## src/rtl/nonogram_pkg.sv

```systemverilog
// Shared types and default sizing for the nonogram line-FIFO scheduler.
package nonogram_pkg;

    localparam int unsigned DEF_WORD_W     = 16;
    localparam int unsigned DEF_FIFO_DEPTH = 1024;
    localparam int unsigned DEF_MAX_PASSES = 64;

    typedef enum logic [2:0] {
        ST_LOAD,
        ST_ROW_PASS,
        ST_COL_PASS,
        ST_DONE,
        ST_ERROR
    } sched_state_t;

endpackage

```

## src/rtl/line_fifo_track.sv

```systemverilog
// Per-FIFO bookkeeping: accept gating, occupancy, remaining-in-pass and overflow detect.
module line_fifo_track
    import nonogram_pkg::*;
#(
    parameter int unsigned CNT_W = $clog2(DEF_FIFO_DEPTH + 1)
) (
    input  logic             clk,
    input  logic             rst,
    input  logic             clr,
    input  logic             load,
    input  logic             wr_req,
    input  logic             rd_req,
    input  logic             full,
    input  logic             empty,
    output logic             wr_acc,
    output logic             rd_acc,
    output logic             ovf,
    output logic [CNT_W-1:0] remaining,
    output logic [CNT_W-1:0] rem_next
);

    logic [CNT_W-1:0] cnt_q, cnt_d;
    logic [CNT_W-1:0] rem_q, rem_d;

    // A write into a full FIFO is dropped and flagged instead of strobed.
    always_comb begin
        wr_acc = wr_req & ~full;
        rd_acc = rd_req & ~empty;
        ovf    = wr_req & full;
    end

    // Remaining is latched from the post-update occupancy so a same-cycle write counts.
    always_comb begin
        cnt_d = cnt_q;
        rem_d = rem_q;
        if (clr) begin
            cnt_d = '0;
        end else if (wr_acc && !rd_acc) begin
            cnt_d = cnt_q + CNT_W'(1);
        end else if (rd_acc && !wr_acc) begin
            cnt_d = cnt_q - CNT_W'(1);
        end
        if (clr) begin
            rem_d = '0;
        end else if (load) begin
            rem_d = cnt_d;
        end else if (rd_acc && (rem_q != '0)) begin
            rem_d = rem_q - CNT_W'(1);
        end
    end

    always_ff @(posedge clk) begin
        if (rst) begin
            cnt_q <= '0;
            rem_q <= '0;
        end else begin
            cnt_q <= cnt_d;
            rem_q <= rem_d;
        end
    end

    assign remaining = rem_q;
    assign rem_next  = rem_d;

endmodule

```

## src/rtl/line_fifo_sched.sv

```systemverilog
// Scheduler for the row/column line FIFOs: load muxing, alternating solve passes,
// convergence/stall/overflow detection and FIFO reset sequencing.
module line_fifo_sched
    import nonogram_pkg::*;
#(
    parameter int unsigned FIFO_DEPTH = DEF_FIFO_DEPTH,
    parameter int unsigned WORD_W     = DEF_WORD_W,
    parameter int unsigned MAX_PASSES = DEF_MAX_PASSES
) (
    input  logic                              clk,
    input  logic                              rst,
    input  logic                              parse_write,
    input  logic [WORD_W-1:0]                 parse_line,
    input  logic                              parse_row,
    input  logic                              parsed,
    input  logic                              solve_next_r,
    input  logic                              solve_next_c,
    input  logic                              solve_write_r,
    input  logic                              solve_write_c,
    input  logic [WORD_W-1:0]                 solve_line_r,
    input  logic [WORD_W-1:0]                 solve_line_c,
    input  logic                              line_busy,
    input  logic                              progress,
    input  logic                              solved,
    input  logic                              clear,
    input  logic                              fifo_full_r,
    input  logic                              fifo_empty_r,
    input  logic                              fifo_full_c,
    input  logic                              fifo_empty_c,
    output logic [WORD_W-1:0]                 fifo_in_r,
    output logic [WORD_W-1:0]                 fifo_in_c,
    output logic                              fifo_write_r,
    output logic                              fifo_write_c,
    output logic                              fifo_read_r,
    output logic                              fifo_read_c,
    output logic                              fifo_srst,
    output logic                              grant_r,
    output logic                              grant_c,
    output logic                              done,
    output logic                              stalled,
    output logic                              overflow,
    output logic [$clog2(MAX_PASSES+1)-1:0]   pass_count
);

    localparam int unsigned CNT_W  = $clog2(FIFO_DEPTH + 1);
    localparam int unsigned PASS_W = $clog2(MAX_PASSES + 1);

    sched_state_t state_q, state_d;
    logic              grant_r_q, grant_r_d, grant_c_q, grant_c_d;
    logic              done_q, done_d, stalled_q, stalled_d;
    logic              overflow_q, overflow_d, srst_q, srst_d;
    logic              seen_q, seen_d, round_prog;
    logic [PASS_W-1:0] pass_q, pass_d;

    logic              wr_req_r, wr_req_c, rd_req_r, rd_req_c;
    logic              ovf_r, ovf_c, load_r, load_c, clr_cnt;
    logic [CNT_W-1:0]  rem_r, rem_c, rem_next_r, rem_next_c;

    // Strobe requests and write data follow the current state with no added latency.
    always_comb begin
        wr_req_r  = 1'b0;
        wr_req_c  = 1'b0;
        rd_req_r  = 1'b0;
        rd_req_c  = 1'b0;
        fifo_in_r = '0;
        fifo_in_c = '0;
        if (!rst) begin
            unique case (state_q)
                ST_LOAD: begin
                    wr_req_r  = parse_write & parse_row;
                    wr_req_c  = parse_write & ~parse_row;
                    fifo_in_r = parse_line;
                    fifo_in_c = parse_line;
                end
                ST_ROW_PASS: begin
                    wr_req_r  = solve_write_r;
                    rd_req_r  = solve_next_r & grant_r_q;
                    fifo_in_r = solve_line_r;
                end
                ST_COL_PASS: begin
                    wr_req_c  = solve_write_c;
                    rd_req_c  = solve_next_c & grant_c_q;
                    fifo_in_c = solve_line_c;
                end
                default: ;
            endcase
        end
    end

    line_fifo_track #(.CNT_W(CNT_W)) u_row (
        .clk       (clk),
        .rst       (rst),
        .clr       (clr_cnt),
        .load      (load_r),
        .wr_req    (wr_req_r),
        .rd_req    (rd_req_r),
        .full      (fifo_full_r),
        .empty     (fifo_empty_r),
        .wr_acc    (fifo_write_r),
        .rd_acc    (fifo_read_r),
        .ovf       (ovf_r),
        .remaining (rem_r),
        .rem_next  (rem_next_r)
    );

    line_fifo_track #(.CNT_W(CNT_W)) u_col (
        .clk       (clk),
        .rst       (rst),
        .clr       (clr_cnt),
        .load      (load_c),
        .wr_req    (wr_req_c),
        .rd_req    (rd_req_c),
        .full      (fifo_full_c),
        .empty     (fifo_empty_c),
        .wr_acc    (fifo_write_c),
        .rd_acc    (fifo_read_c),
        .ovf       (ovf_c),
        .remaining (rem_c),
        .rem_next  (rem_next_c)
    );

    // Next state: overflow beats solved, solved beats a pass end.
    always_comb begin
        state_d    = state_q;
        stalled_d  = stalled_q;
        overflow_d = overflow_q;
        pass_d     = pass_q;
        seen_d     = seen_q;
        round_prog = seen_q | progress;
        unique case (state_q)
            ST_LOAD: begin
                if (ovf_r || ovf_c) begin
                    state_d    = ST_ERROR;
                    overflow_d = 1'b1;
                end else if (parsed) begin
                    state_d = ST_ROW_PASS;
                    pass_d  = '0;
                    seen_d  = 1'b0;
                end
            end
            ST_ROW_PASS: begin
                seen_d = round_prog;
                if (ovf_r) begin
                    state_d    = ST_ERROR;
                    overflow_d = 1'b1;
                end else if (solved) begin
                    state_d = ST_DONE;
                end else if ((rem_r == '0) && !line_busy) begin
                    state_d = ST_COL_PASS;
                end
            end
            ST_COL_PASS: begin
                seen_d = round_prog;
                if (ovf_c) begin
                    state_d    = ST_ERROR;
                    overflow_d = 1'b1;
                end else if (solved) begin
                    state_d = ST_DONE;
                end else if ((rem_c == '0) && !line_busy) begin
                    if (!round_prog) begin
                        state_d   = ST_DONE;
                        stalled_d = 1'b1;
                    end else if (pass_q == PASS_W'(MAX_PASSES - 1)) begin
                        state_d   = ST_DONE;
                        stalled_d = 1'b1;
                        pass_d    = PASS_W'(MAX_PASSES);
                    end else begin
                        state_d = ST_ROW_PASS;
                        pass_d  = pass_q + PASS_W'(1);
                        seen_d  = 1'b0;
                    end
                end
            end
            ST_DONE: begin
                if (clear) begin
                    state_d   = ST_LOAD;
                    stalled_d = 1'b0;
                    pass_d    = '0;
                end
            end
            default: ;
        endcase
    end

    // Pass-entry latches and counter clears; counters follow the FIFO reset.
    always_comb begin
        load_r  = (state_d == ST_ROW_PASS) && (state_q != ST_ROW_PASS);
        load_c  = (state_d == ST_COL_PASS) && (state_q != ST_COL_PASS);
        clr_cnt = (state_d != state_q) &&
                  ((state_d == ST_DONE) || (state_d == ST_ERROR) || (state_d == ST_LOAD));
    end

    always_comb begin
        grant_r_d = (state_d == ST_ROW_PASS) && (rem_next_r != '0);
        grant_c_d = (state_d == ST_COL_PASS) && (rem_next_c != '0);
        done_d    = (state_d == ST_DONE) || (state_d == ST_ERROR);
        srst_d    = (state_d == ST_ERROR) || ((state_d == ST_DONE) && (state_q != ST_DONE));
    end

    always_ff @(posedge clk) begin
        if (rst) begin
            state_q    <= ST_LOAD;
            grant_r_q  <= 1'b0;
            grant_c_q  <= 1'b0;
            done_q     <= 1'b0;
            stalled_q  <= 1'b0;
            overflow_q <= 1'b0;
            srst_q     <= 1'b1;
            seen_q     <= 1'b0;
            pass_q     <= '0;
        end else begin
            state_q    <= state_d;
            grant_r_q  <= grant_r_d;
            grant_c_q  <= grant_c_d;
            done_q     <= done_d;
            stalled_q  <= stalled_d;
            overflow_q <= overflow_d;
            srst_q     <= srst_d;
            seen_q     <= seen_d;
            pass_q     <= pass_d;
        end
    end

    assign grant_r    = grant_r_q;
    assign grant_c    = grant_c_q;
    assign done       = done_q;
    assign stalled    = stalled_q;
    assign overflow   = overflow_q;
    assign fifo_srst  = srst_q;
    assign pass_count = pass_q;

endmodule
```

## config.mk

```make
export PLATFORM = sky130hd
export DESIGN_NAME = line_fifo_sched
export DESIGN_NICKNAME = d
export VERILOG_FILES = /design/src/rtl/nonogram_pkg.sv /design/src/rtl/line_fifo_track.sv /design/src/rtl/line_fifo_sched.sv
export SDC_FILE = /design/constraint.sdc
export NUM_CORES = 1
export LEC_CHECK = 0
export ABC_AREA = 1
export ABC_CLOCK_PERIOD_IN_PS = 2100
export BUFFER_PORTS_ARGS = -buffer_cell sky130_fd_sc_hd__clkbuf_2
export CAP_MARGIN = 20
export CORE_MARGIN = 4
export CORE_UTILIZATION = 28
export CTS_BUF_LIST = sky130_fd_sc_hd__clkbuf_2 sky130_fd_sc_hd__clkbuf_4 sky130_fd_sc_hd__clkbuf_8
export DETAILED_ROUTE_END_ITERATION = 6
export GPL_TIMING_DRIVEN = 0
export PLACE_DENSITY = 0.52
export SLEW_MARGIN = 25
export SYNTH_ARGS = -nofsm -noshare
export SYNTH_HDL_FRONTEND = slang
export SYNTH_SLANG_ARGS = --single-unit
```

## constraint.sdc

```tcl
create_clock -name clk -period 2.1 [get_ports clk]
set_clock_uncertainty 0.1 [all_clocks]
set_input_delay 0.42 -clock clk [delete_from_list [all_inputs] [get_ports clk]]
set_output_delay 0.42 -clock clk [all_outputs]
set_load 0.02 [all_outputs]
```

### Word-level counts from Yosys, hierarchy flattened

Cells that the tools add are included.

* add/sub/neg operators: 7
* multipliers: 0
* divide/modulo/power cells: 0
* order comparisons: 0
* equal/unequal tests: 23
* shift operators: 0
* muxes and demuxes: 64
* bitwise operators: 16
* reductions and logical operators: 38

Operators by type and width (number)
* 2-to-1 mux 11 bit: 12
* case mux 16 bit (2 select lines): 2
* 2-to-1 mux 7 bit: 8
* nonzero test 11 bit: 4
* subtractor 11 x 1 -> 11 bit (second input constant): 4
* 2-to-1 mux 16 bit: 2
* 2-to-1 mux 3 bit: 9
* adder 11 x 1 -> 11 bit (second input constant): 2
* logical NOT 11 bit: 2
* 2-to-1 mux 1 bit: 22
* case mux 7 bit (3 select lines): 1
* inequality test 2 bit (second input constant): 10
* logical AND 1 bit: 14
* equality test 3 x 2 -> 1 bit (second input constant): 4
* case mux 3 bit (4 select lines): 1
* bitwise AND 1 bit: 10
* AND reduction 8 bit: 1
* adder 7 x 1 -> 7 bit (second input constant): 1
* equality test 7 x 6 -> 1 bit (second input constant): 1
* equality test 3 x 1 -> 1 bit (second input constant): 2
* logical NOT 3 bit: 2
* inequality test 3 x 2 -> 1 bit (second input constant): 2
* case mux 1 bit (2 select lines): 3
* case mux 1 bit (3 select lines): 2
* 14 further kinds: 27

* bits in registers: 61
* latch bits: 0
* memory bits (writable): 0
* ROM bits: 0
* input port bits: 65
* output and inout bits: 49
* word-level logic and storage cells: 161
* memories kept: 0

### Depth between registers and ports, before layout

* depth after elaboration: 17
* depth in mapped cells: 23

### Hierarchy

Synthesis repeated with hierarchy kept, for this count alone.

* cells, all modules: 848
* area total of the unflattened synthesis: 5037.3 sq um

Modules (own cells, without submodules)
* line_fifo_track at u_col: instances 1, cells each 287, area each 1720.4 sq um, sequential area each 440.4 sq um
* line_fifo_sched: instances 1, cells each 286, area each 1675.4 sq um, sequential area each 340.3 sq um
* line_fifo_track at u_row: instances 1, cells each 275, area each 1641.6 sq um, sequential area each 440.4 sq um

### Worst setup path after synthesis

No wires, ideal clock.

* path kind: reg-to-reg
* start point: register pass_q[0], in the netlist pass_count[0]
* end point: register grant_c_q, in the netlist grant_c
* data arrival time: 2168 ps
* data required time: 1891 ps
* slack: -277 ps
* stages on the path, launching flop included: 18
* period minus slack after synthesis: 2377 ps
* cell sequence: dfxtp_1 -> ha_1 -> nand3_1 -> nor2_1 -> nand3_1 -> nand2_1 -> nand3_1 -> nand2_1 -> nand2_1 -> nand3b_1 -> nand3_4 -> buf_6 -> o21ai_0 -> nand3_1 -> nor2_1 -> nand3_1 -> nand2_1 -> inv_1

* word-level cells in the longest chain between the ends: 16
* elaborated cells on any way between the ends: 21

RTL lines
* start: declaration: line line_fifo_sched.sv:53 `logic [PASS_W-1:0] pass_q, pass_d;`
* start signal: assignment: line line_fifo_sched.sv:220 `pass_q <= pass_d;`
* equality test 7 x 6 -> 1 bit (*): line line_fifo_sched.sv:163 `end else if (pass_q == PASS_W'(MAX_PASSES - 1)) begin`
* 2-to-1 mux 2 bit (*): line line_fifo_sched.sv:163
* 2-to-1 mux 2 bit (*): line line_fifo_sched.sv:160 `if (!round_prog) begin`
* 2-to-1 mux 3 bit (*): line line_fifo_sched.sv:159 `end else if ((rem_c == '0) && !line_busy) begin`
* 2-to-1 mux 3 bit (*): line line_fifo_sched.sv:157 `end else if (solved) begin`
* 2-to-1 mux 3 bit (*): line line_fifo_sched.sv:154 `if (ovf_c) begin`
* case mux 3 bit (4 select lines) (*): line line_fifo_sched.sv:130 `unique case (state_q)`
* equality test 3 x 2 -> 1 bit or equality test 3 bit (tied branches): line line_fifo_sched.sv:190 `((state_d == ST_DONE) || (state_d == ST_ERROR) || (state_d == ST_LOAD));`
* logical OR 1 bit (2 in a row): line line_fifo_sched.sv:190
* logical AND 1 bit: line line_fifo_sched.sv:189 `clr_cnt = (state_d != state_q) &&`
* 2-to-1 mux 11 bit: line line_fifo_track.sv:36 `if (clr) begin`
* 2-to-1 mux 11 bit: line line_fifo_track.sv:45 `end else if (load) begin`
* 2-to-1 mux 11 bit: line line_fifo_track.sv:43 `if (clr) begin`
* nonzero test 11 bit: line line_fifo_sched.sv:195 `grant_c_d = (state_d == ST_COL_PASS) && (rem_next_c != '0);`
* logical AND 1 bit (*): line line_fifo_sched.sv:195
* end signal: assignment: line line_fifo_sched.sv:214 `grant_c_q <= grant_c_d;`
* end: declaration: line line_fifo_sched.sv:49 `logic grant_r_q, grant_r_d, grant_c_q, grant_c_d;`

Mark *: on every way between the ends. The rest lies on a longest branch, timed or not.
A chain may end at the register's enable or synchronous reset.

### Worst setup path in the final report

* start point: register u_col.rem_q[1], in the netlist u_col.remaining[1]
* end point: register grant_r_q, in the netlist grant_r

* word-level cells in the longest chain between the ends: 15
* elaborated cells on any way between the ends: 20

RTL lines
* start: declaration: line line_fifo_track.sv:23 `logic [CNT_W-1:0] rem_q, rem_d;`
* start signal: assignment: line line_fifo_track.sv:58 `rem_q <= rem_d;`
* logical NOT 11 bit (*): line line_fifo_sched.sv:159
* logical AND 1 bit (*): line line_fifo_sched.sv:159
* 2-to-1 mux 3 bit (*): line line_fifo_sched.sv:159
* 2-to-1 mux 3 bit (*): line line_fifo_sched.sv:157
* 2-to-1 mux 3 bit (*): line line_fifo_sched.sv:154
* case mux 3 bit (4 select lines) (*): line line_fifo_sched.sv:130
* equality test 3 x 2 -> 1 bit or equality test 3 bit (tied branches): line line_fifo_sched.sv:190
* logical OR 1 bit (2 in a row): line line_fifo_sched.sv:190
* logical AND 1 bit: line line_fifo_sched.sv:189
* 2-to-1 mux 11 bit: line line_fifo_track.sv:36
* 2-to-1 mux 11 bit: line line_fifo_track.sv:45
* 2-to-1 mux 11 bit: line line_fifo_track.sv:43
* nonzero test 11 bit: line line_fifo_sched.sv:194 `grant_r_d = (state_d == ST_ROW_PASS) && (rem_next_r != '0);`
* logical AND 1 bit (*): line line_fifo_sched.sv:194
* end signal: assignment: line line_fifo_sched.sv:213 `grant_r_q <= grant_r_d;`
* end: declaration: line line_fifo_sched.sv:49

Marked as above.

==> results.yml <==
place:
  gp_congestion: 0.8553
  io_buffers: 112
  dp_hpwl_mm: 12.48
  place_area_mm2: 0.005907
  place_inst: 1158
synthesis:
  yosys.area.top_type: "dfxtp_1"
  synth.cell_area_mm2: 0.004970
  synth.top_cell.area_share_pct: 24.57
  ys_seq_elements: 61
  ys_seq_area_share_pct: 24.57
  synth.avg_cell_area_um2: 6.053
  ys_top_cells_by_area: "dfxtp_1, nand2_1, nor2_1"
  yosysUniqueCellTypes: 48
  ys.warnings.count: 0
  synth-edff-count: 0
  syn_nets: 895
  syn_inst: 821
  synthArstFlopShare_pct: 0
  synth-main-ff-cell: "dfxtp_1"
floorplan:
  core_region_area_mm2: 0.01736
  num_rows: 48
  start_util_pct: 28.63
  die-area_mm2: 0.01994
  ios: 114
  die_h_um: 141.2
  die_x_um: 141.2
detailed_routing:
  wl_per_cell_um: 15.08
  detail-route-antenna-nets: 0
  drc: 0
  drt_iter0_markers: 425
  dr.pass1.iters: 5
  wl_mm: 18.84
  vias: 5953
  via_per_inst: 4.766
worst_setup_path:
  start_kind: "flop"
  critPathCaptureType: "flop"
  path_max_fanout: 5
  required_ns: 2.26
  crit_type: "flop to flop"
  cp.arrival_ns: 2.71
  worst-r2r-setup-slack_ns: -0.45
clock_network:
  cts.htree.levels: 3
  clk_pin_slew_ns: 0.08
  clkSinkCount: 61
  cts_hold_buf: 0
  cts_tree: "done"
  clk_latency_ns: 0.37
  root_buffer: "clkbuf_8"
  cts_buffers: 9
  clockBufferDepth: 2
grt:
  grt_pass1_vias: 5818
  antenna_found_initial: 0
  overflow: 0
  grt_max_degree: 12
  grt_first_pass_wirelength_mm: 29.21
  grtUsageTotal_pct: 18.14
hold_path:
  hold_path.class: "input pin to flop"
power:
  leakage_nw: 3.868
  powerDensity_mw_per_mm2: 1370
  vdd_drop_max_mv: 0.8770
sta:
  hold_ws_ns: 0.2742
  fin_crit_sh_pct: 121.6
  tightest_slew_ns: 0.6778
  max_clock_freq_mhz: 391.5
  min_period_ns: 2.554
  setup_slack_ns: -0.4545
  rsz0062_at_grt: "true"
  finalHoldViolations: 0
  slew_violations: 0
  max_slew_margin_pct: 54.82
  setup_viol: 88
finish:
  antennaDiodeCount: 0
  final_area_mm2: 0.007983
  fillers: 1718
  final_cell_count_no_fill: 1249
  layout-drive-gt1-share_pct: 42.19
  syn_to_final_growth_pct: 60.62
  final_common_cell: "nand2_1"
  nets: 1093
  most-common-layout-cells: "nand2_1, nor2_1, inv_1, clkbuf_2, dfxtp_1"
run_status:
  status: "finished with violations"
  violations: "negative setup slack"
run:
  cap_violations: 0
[through the flow]
stage | TNS [ns] | setup slack [ns] | utilization (%) | power [mW]
2_1_floorplan | -0.3499 | -0.1750 | - | 5.187
3_3_place_gp | -35.89 | -0.8928 | 34.03 | 6.413
3_5_place_dp | -36.03 | -0.9304 | 34.03 | 6.383
4_1_cts | -17.36 | -0.3685 | 43.98 | 10.15
5_1_grt | -33.94 | -0.6455 | 45.99 | 11.71
6_report | -21.65 | -0.4545 | 45.99 | 10.94
[what timing repair did]
item	in CTS	in global routing
setup endpoints to repair	91	90
resized for setup	249	107
pin swaps	47	26
gates cloned	12	0
setup buffers	56	13
[logic make-up (layout without fill, tap and decap cells)]
kind of cell | after synthesis | in the layout | synth area share (%)
AND/OR/NAND/NOR | 454 | 454 | 39.98
buffers and inverters | 132 | 335 | 11.38
AO/OA/AOI/OAI | 112 | 112 | 12.39
flip-flops | 61 | 61 | 24.57
XOR/XNOR | 50 | 50 | 8.812
adder cells (fa/ha/maj) | 9 | 9 | 2.266
multiplexers | 3 | 3 | 0.6043
[power breakdown]
group	switching, mW	internal [mW]
clock network	0.547	0.682
registers	0.250	1.42
logic	4.35	3.69
[cell usage after synthesis (all sizes together) (2+ instances only)]
master,n
nand2,240
nor2,135
inv,100
dfxtp,61
a21oi,51
o21ai,47
xor2,43
nand3,36
buf,20
nand4,17
nor3,15
clkbuf,9
ha,9
xnor2,7
nor4,6
a211oi,3
clkinv,3
mux2i,3
and2,2
nor3b,2
o21bai,2
o221ai,2
[sequential cells by signal, summed over array words and instances, names as in the netlist]
register	flops
u_row.remaining	11
pass_count	7
stalled	1
u_col.cnt_q	11
grant_c	1
state_q	3
overflow	1
grant_r	1
done	1
seen_q	1
u_row.cnt_q	11
fifo_srst	1
u_col.remaining	11
[layer usage]
layer / track usage, % / part of all wire [%]
met5: 0 / 0
met4: 6.017 / 2.4
met3: 4.376 / 3.7
met2: 30.85 / 50
met1: 22.47 / 43
[final cells by class]
class / count / area [um2] / area share, %
clock buffers: 10 / 131.4 / 1.646
plain buffers: 27 / 274.0 / 3.433
multi-input cells: 628 / 3918 / 49.08
well taps: 225 / 281.5 / 3.527
repair buffers: 189 / 1627 / 20.38
flip-flops and latches: 61 / 1236 / 15.49
clock inverters: 6 / 86.33 / 1.082
inverters: 103 / 429.2 / 5.376
[path summary, 6_finish.rpt]
path / start / endpoint / cells after the start
max: u_col.remaining[1] / grant_r / 22
min: progress / seen_q / 3
max reg2reg: u_col.remaining[1] / grant_r / 22
min reg2reg: seen_q / seen_q / 2
[critical path, stage by stage (launching register included)]
cell     delay (ns)
dfxtp_2        0.32
inv_2          0.07
ha_4           0.14
inv_2          0.04
nor2_2         0.09
nand3_2        0.10
nor2_4         0.18
nand3_2        0.10
nand2_1        0.11
nand2_2        0.07
nand2_2        0.07
nand2_2        0.09
nand2_4        0.08
nand2_4        0.07
nor2_4         0.15
buf_6          0.15
nand2_2        0.05
o21ai_2        0.06
nand2_2        0.10
nor2_4         0.12
nand3_1        0.10
nand2_1        0.06
inv_1          0.03
Note: power is estimated with default switching activity, not from simulation.
